===== src/rtl/sos_cascade_sequencer.sv =====
// Sequencer for a time-multiplexed biquad cascade: accepts one sample, runs it through
// No_SOS passes of the shared datapath with saturation, then hands the result downstream.
module sos_cascade_sequencer #(
    parameter int unsigned BW     = 9,
    parameter int unsigned No_SOS = 4
) (
    input  logic                 CLK,
    input  logic                 RESET,
    input  logic signed [BW-1:0] x_in,
    input  logic                 in_valid,
    output logic                 in_ready,
    output logic signed [BW-1:0] stage_in,
    output logic [3:0]           stage_idx,
    output logic                 stage_en,
    input  logic signed [BW+1:0] stage_out,
    output logic signed [BW-1:0] y_out,
    output logic                 out_valid,
    input  logic                 out_ready,
    output logic                 sat_flag
);

    typedef enum logic [1:0] {StIdle, StRun, StDone} state_e;

    localparam logic signed [BW-1:0] SatMax  = {1'b0, {(BW-1){1'b1}}};
    localparam logic signed [BW-1:0] SatMin  = {1'b1, {(BW-1){1'b0}}};
    localparam logic [3:0]           LastIdx = 4'(No_SOS - 1);

    state_e               state_q, state_d;
    logic signed [BW-1:0] acc_q, acc_d;
    logic [3:0]           idx_q, idx_d;
    logic                 sat_q, sat_d;

    logic [2:0]           top_bits;
    logic                 in_range;
    logic                 overflow;
    logic signed [BW-1:0] sat_val;

    // Result fits in BW bits exactly when the top three bits are a pure sign extension.
    assign top_bits = stage_out[BW+1:BW-1];
    assign in_range = (&top_bits) | ~(|top_bits);
    assign overflow = ~in_range;

    always_comb begin
        sat_val = stage_out[BW-1:0];
        if (!in_range) begin
            sat_val = stage_out[BW+1] ? SatMin : SatMax;
        end
    end

    always_comb begin
        state_d = state_q;
        acc_d   = acc_q;
        idx_d   = idx_q;
        sat_d   = sat_q;
        unique case (state_q)
            StIdle: begin
                if (in_valid) begin
                    acc_d   = x_in;
                    idx_d   = 4'd0;
                    sat_d   = 1'b0;
                    state_d = StRun;
                end
            end
            StRun: begin
                acc_d = sat_val;
                sat_d = sat_q | overflow;
                if (idx_q == LastIdx) begin
                    idx_d   = 4'd0;
                    state_d = StDone;
                end else begin
                    idx_d = idx_q + 4'd1;
                end
            end
            StDone: begin
                if (out_ready) begin
                    state_d = StIdle;
                end
            end
            default: state_d = StIdle;
        endcase
    end

    always_ff @(posedge CLK) begin
        if (!RESET) begin
            state_q <= StIdle;
            acc_q   <= '0;
            idx_q   <= 4'd0;
            sat_q   <= 1'b0;
        end else begin
            state_q <= state_d;
            acc_q   <= acc_d;
            idx_q   <= idx_d;
            sat_q   <= sat_d;
        end
    end

    assign stage_in  = acc_q;
    assign y_out     = acc_q;
    assign stage_idx = idx_q;
    assign sat_flag  = sat_q;
    assign in_ready  = (state_q == StIdle);
    assign stage_en  = (state_q == StRun);
    assign out_valid = (state_q == StDone);

endmodule


===== config.mk =====
export PLATFORM = sky130hd
export DESIGN_NAME = sos_cascade_sequencer
export DESIGN_NICKNAME = d
export VERILOG_FILES = /design/src/rtl/sos_cascade_sequencer.sv
export SDC_FILE = /design/constraint.sdc
export NUM_CORES = 1
export LEC_CHECK = 0
export ABC_AREA = 1
export BUFFER_PORTS_ARGS = -buffer_cell sky130_fd_sc_hd__buf_4
export CAP_MARGIN = 20
export CORE_UTILIZATION = 46
export CTS_CLUSTER_DIAMETER = 60
export CTS_CLUSTER_SIZE = 10
export DETAILED_ROUTE_END_ITERATION = 10
export GPL_TIMING_DRIVEN = 1
export PLACE_DENSITY = 0.86
export SYNTH_ARGS = -nofsm -noshare
export SYNTH_HDL_FRONTEND = slang
export SYNTH_SLANG_ARGS = --single-unit

===== constraint.sdc =====
create_clock -name CLK -period 1.68 [get_ports CLK]
set_input_delay 0.168 -clock CLK [delete_from_list [all_inputs] [get_ports CLK]]
set_output_delay 0.168 -clock CLK [all_outputs]
set_load 0.01 [all_outputs]

### After elaboration in Yosys (flattened, before gate mapping)

Index checks and enable logic that the tools add are counted.

* register bits: 16
* bits of input ports: 24
* output and inout bits: 26
* logic and storage cells: 34

* $add $sub $neg: 1
* eq/ne operators: 6
* mux-type cells: 13
* bitwise gates (word level): 4
* reduce and logical (&&, ||, !) cells: 6

Operators by type and width (number)
* $mux 9: 3
* $pmux 9 s2: 1
* $mux 4: 2
* $pmux 4 s2: 1
* $mux 2: 3
* $pmux 2 s3: 1
* $reduce_and 3->1: 2
* $add 4x1->4 const B: 1
* $eq 4x2->1 const B: 1
* $ne 2x1->1 const B: 2
* $reduce_or 3->1: 1
* $eq 2x1->1 const B: 1
* $eq 2x2->1 const B: 1
* $logic_not 2->1: 1
* $ne 2x2->1 const B: 1
* $not 1->1: 2
* $or 1x1->1: 2
* $pmux 1 s2: 1
* $reduce_and 2->1: 1
* $reduce_bool 2->1: 1
* $mux 1: 1

### Logic depth before layout (Yosys ltp)

* depth after elaboration: 6
* depth in mapped cells: 8
* gate-level depth less buffers: 7

### Worst setup path before layout

Ideal clock, no wire load.

* path type: flip-flop to flip-flop
* start point: reg state_q[1]
* end point: reg acc_q[0], in the netlist stage_in[0]
* setup time: 119 ps
* arrival time: 907 ps
* data required time: 1561 ps
* setup slack: 653 ps
* cell stages (with the launch flop): 8
* buffers on the path: 1
* period minus slack after synthesis: 1027 ps
* cells stage by stage: dfxtp_1 > inv_2 > nand2_2 > inv_2 > buf_6 > or2_1 > nand2_1 > a21oi_1

* word-level cells in the longest chain between the ends: 3
* elaborated cells on any way between the ends: 6
* those cells by class: eq/ne (2); mux (1); reduce/logical (3)

RTL lines
* start, declared: RTL line 28 `state_e state_q, state_d;`
* start signal, assigned: RTL line 85 `state_q <= StIdle;`
* start signal, assigned: RTL line 90 `state_q <= state_d;`
* $eq 2x1->1 / $logic_not 2->1 (equally long branches): RTL line 55 `unique case (state_q)`
* $reduce_bool 2->1 (no line) / $ne 2x2->1 (equally long branches)
* $reduce_and 2->1 (no line)
* end signal, assigned: RTL line 86 `acc_q <= '0;`
* end signal, assigned: RTL line 91 `acc_q <= acc_d;`
* end, declared: RTL line 29 `logic signed [BW-1:0] acc_q, acc_d;`

Several ways; a longest one is shown, not always the timed one.
A chain may end at the register's enable or synchronous reset.

### Worst setup path after layout

* start point: reg state_q[1]
* end point: out stage_en

* word-level cells in the longest chain between the ends: 1

RTL lines
* $eq 2x1->1: RTL line 102 `assign stage_en = (state_q == StRun);`
* end, declared: RTL line 14 `output logic stage_en,`

No other way between the ends.

==> impl_metrics.py <==
metrics = {
    "run_status": {
        "status": "finished clean",
    },
    "place": {
        "finalWeightedCongestion": 0.835,
        "post_dp_cell_area_um2": 1180,
        "port-buffer-count": 49,
        "place_hpwl_um": 1590,
    },
    "sta": {
        "report.final.hold_viol_count": 0,
        "worst_slew_margin_rel_pct": 73.6,
        "worstMarginPinSlew_ns": 0.396,
        "period_needed_ns": 1.40,
        "report.final.slew_viol_count": 0,
        "fin_skew_ns": 0.00189,
        "grt_setup_unrepaired": "false",
        "setup-tns-final_ns": 0,
        "min_period_over_period_pct": 83.2,
        "max_freq_ghz": 0.715,
        "setup_viol_count_final": 0,
    },
    "worst_setup_path": {
        "worst_setup_path_endpoint": "stage_en",
        "crit_path_start_kind": "flip-flop",
        "critical_path.cell_chain": "inv_2 -> nand2_2 -> inv_2 -> buf_4",
        "setup.worst_path.start": "state_q[1]$_SDFFE_PN0P_",
        "timing.critical_path.max_delay_family": "buffers and inverters",
        "crit_path_top_delay_cell": "sky130_fd_sc_hd__dfxtp_1",
        "number_of_cells_on_the_critical_path": 4,
        "capture_point_of_the_worst_reg_to_reg_path": "stage_idx[0]$_SDFFE_PN0P_",
        "endpoint_kind": "primary output",
        "crit-reg2reg-launch": "state_q[1]$_SDFFE_PN0P_",
        "worst_path_largest_cell_delay_ns": 0.34,
        "reg2reg_setup_slack_ns": 0.42,
        "timing.critical_path.required_ns": 1.51,
        "crit_arrival_ns": 1.23,
        "crit_top_cell": "sky130_fd_sc_hd__inv_2",
        "crit_fanout": 21,
        "r2r_cells": 6,
        "worst-path-buf-inv": 3,
        "timing_worst_setup_path_type": "flip-flop to primary output",
    },
    "clock_network": {
        "postCtsResizedCells": 0,
        "cts_tree": "done",
        "cts_max_level": 1,
        "clock_transition_at_the_registers_of_the_reported_paths_ns": 0.10,
        "clock_latency_ns": 0.29,
        "tritoncts_buffer_count": 3,
        "cts_setup_buffers": 0,
        "cts.root.buffer_cell": "sky130_fd_sc_hd__clkbuf_4",
        "ctsHoldBuffers": 0,
        "cts_buffer_depth": 2,
        "num_clock_sinks": 16,
    },
    "grt": {
        "track_usage_pct": 21.2,
        "global_route.overflow_total": 0,
        "grt_pass1_vias": 803,
        "grt_pass1_wl_um": 3170,
        "grt_max_degree": 23,
        "grt_antenna_before_repair": 0,
    },
    "layout": {
        "layout-area-overhead-vs-synth_pct": 38.6,
        "final_area_um2": 1210,
        "multiInputGateArea_um2": 434,
        "ff_latch_area_um2": 320,
        "layout-drive-gt1-share_pct": 37.0,
        "num-nets-final": 191,
        "n_fill_cell": 170,
        "antenna_cells": 0,
    },
    "yosys": {
        "post_synth_inst_count": 126,
        "count_of_distinct_cell_types_in_the_synthesized_netlist": 20,
        "synthTopCellsByCount": "29 x sky130_fd_sc_hd__nand2_1, 16 x sky130_fd_sc_hd__dfxtp_1, 14 x sky130_fd_sc_hd__a21oi_1, 11 x sky130_fd_sc_hd__o21ai_0, 10 x sky130_fd_sc_hd__nand3_1",
        "syn_area_per_cell_um2": 6.94,
        "synthesis.nets": 151,
        "yosysWarningCount": 0,
        "yosys_most_used_dff": "sky130_fd_sc_hd__dfxtp_1",
        "proportion_of_synthesized_chip_area_in_sequential_cells_pct": 36.6,
        "synth_edf_count": 0,
        "synth_area_leader_cell": "sky130_fd_sc_hd__dfxtp_1",
        "yosys_top_cell_area_share_pct": 36.6,
        "syn-cell-area_um2": 875,
        "post_synth_main_area_contributors": "sky130_fd_sc_hd__dfxtp_1 37%, sky130_fd_sc_hd__nand2_1 12%, sky130_fd_sc_hd__a21oi_1 8.0%",
        "ys_async_sr_fraction_pct": 0,
        "yosys_register_bits": 16,
        "yosys.cell_count.top_type": "sky130_fd_sc_hd__nand2_1",
    },
    "floorplanning": {
        "ios": 50,
        "die-area_um2": 2080,
        "die_w_um": 45.6,
        "rows": 15,
        "floorplan.core_area_um2": 1750,
        "floorplan.die.height_um": 45.6,
        "start_util_pct": 50.1,
    },
    "pwr": {
        "comb_power_share_pct": 27.6,
        "fin_total_pwr_uw": 953,
        "net-switching-power_uw": 278,
        "power.switching_fraction_pct": 29.1,
        "seqPwrFrac_pct": 45.3,
        "power_density_nw_per_um2": 786,
        "internal_power_component_uw": 676,
        "power_frac_clock_pct": 27.1,
        "leakage_uw": 0.000612,
        "power.ir.vdd_worst_mv": 0.658,
    },
    "drt": {
        "remaining_drc_errors": 0,
        "detailed_routing_iteration_count_for_the_pre_antenna_repair_pass": 4,
        "wl_per_cell_um": 11.6,
        "vias_per_cell": 5.06,
        "detailedRoute.firstIterationViolations": 15,
        "detail_route.wirelength_um": 2200,
        "routed-via-count": 961,
        "antenna_left": 0,
    },
    "hold_path": {
        "hold_class": "primary input to flip-flop",
    },
    "job": {
        "drv.max_cap_violation_count": 0,
    },
}
-- final cells by class --
cell class / instances / area share, %
Multi-Input combinational cell: 90 / 35.8
Timing Repair Buffer: 49 / 30.3
Sequential cell: 16 / 26.4
Clock buffer: 4 / 2.99
Tap cell: 25 / 2.58
Inverter: 6 / 1.86
-- logic make-up after synthesis --
kind of cell | synth area share (%)
DFF | 36.6
and+or+nand+nor | 31.8
AOI/OAI and AO/OA | 16.5
adders and majority gates | 1.43
buffers and inverters | 13.7
-- power groups by stage --
stage               Combinational (µW)  Sequential [µW]  Clock [µW]
finish                             264              432         258
floorplan                          149              449           0
CTS                                265              431         267
global route                       291              435         269
global placement                   258              439           0
detailed placement                 264              439           0
-- per-layer routing --
metal  track usage [%]  up-vias  part of all wire [%]
met4              10.3        0                  0.64
met2              37.7       49                    51
li1                  -      479                     -
met3              2.38        4                   8.2
met1              24.8      429                    40
met5                 0        -                     0
-- worst min path at each step --
stage                    from                       end  slack [ns]  cells after the start
floorplan            in_valid   state_q[0]$_SDFFE_PN0P_        0.34                      2
global placement    out_ready   state_q[1]$_SDFFE_PN0P_        0.47                      4
detailed placement    x_in[8]  stage_in[8]$_SDFFE_PN0P_        0.48                      3
CTS                     RESET  stage_in[6]$_SDFFE_PN0P_        0.17                      3
global route            RESET  stage_in[2]$_SDFFE_PN0P_        0.18                      3
finish                  RESET  stage_in[6]$_SDFFE_PN0P_        0.17                      3
-- worst register-to-register path, cell delays in order, from the launching register on --
cell and delay, ns:
sky130_fd_sc_hd__dfxtp_1 0.34, sky130_fd_sc_hd__inv_2 0.08, sky130_fd_sc_hd__nand2_2 0.08, sky130_fd_sc_hd__nand2_2 0.29, sky130_fd_sc_hd__inv_1 0.13, sky130_fd_sc_hd__o21ai_0 0.18, sky130_fd_sc_hd__a21oi_1 0.06
-- metrics by stage --
stage / cells / util [%] / worst slack [ns] / hold WS (ns)
after CTS: 190 / 69.5 / 0.274 / 0.167
after detailed placement: 186 / 67.4 / 0.426 / 0.480
final: 190 / 69.5 / 0.282 / 0.170
after global placement: 186 / 67.4 / 0.545 / 0.475
after global routing: 190 / 69.5 / 0.213 / 0.185
after floorplan: 126 / - / 0.653 / 0.338
-- placed cells by master, fill, tap and decap left out, drive strengths merged --
cell type and n:
or2 9, nor3 2, buf 49, clkbuf 4
nand3 10, nor2 9, o21bai 1, nand2 32
inv 6, ha 1, dfxtp 16, a21oi 14
o21ai 11, a22oi 1
-- registers in the layout (all words and copies together) (netlist names) --
register and count:
sat_flag 1, state_q 2, stage_idx 4, stage_in 9
No activity file was read; power rests on OpenSTA's default activity.
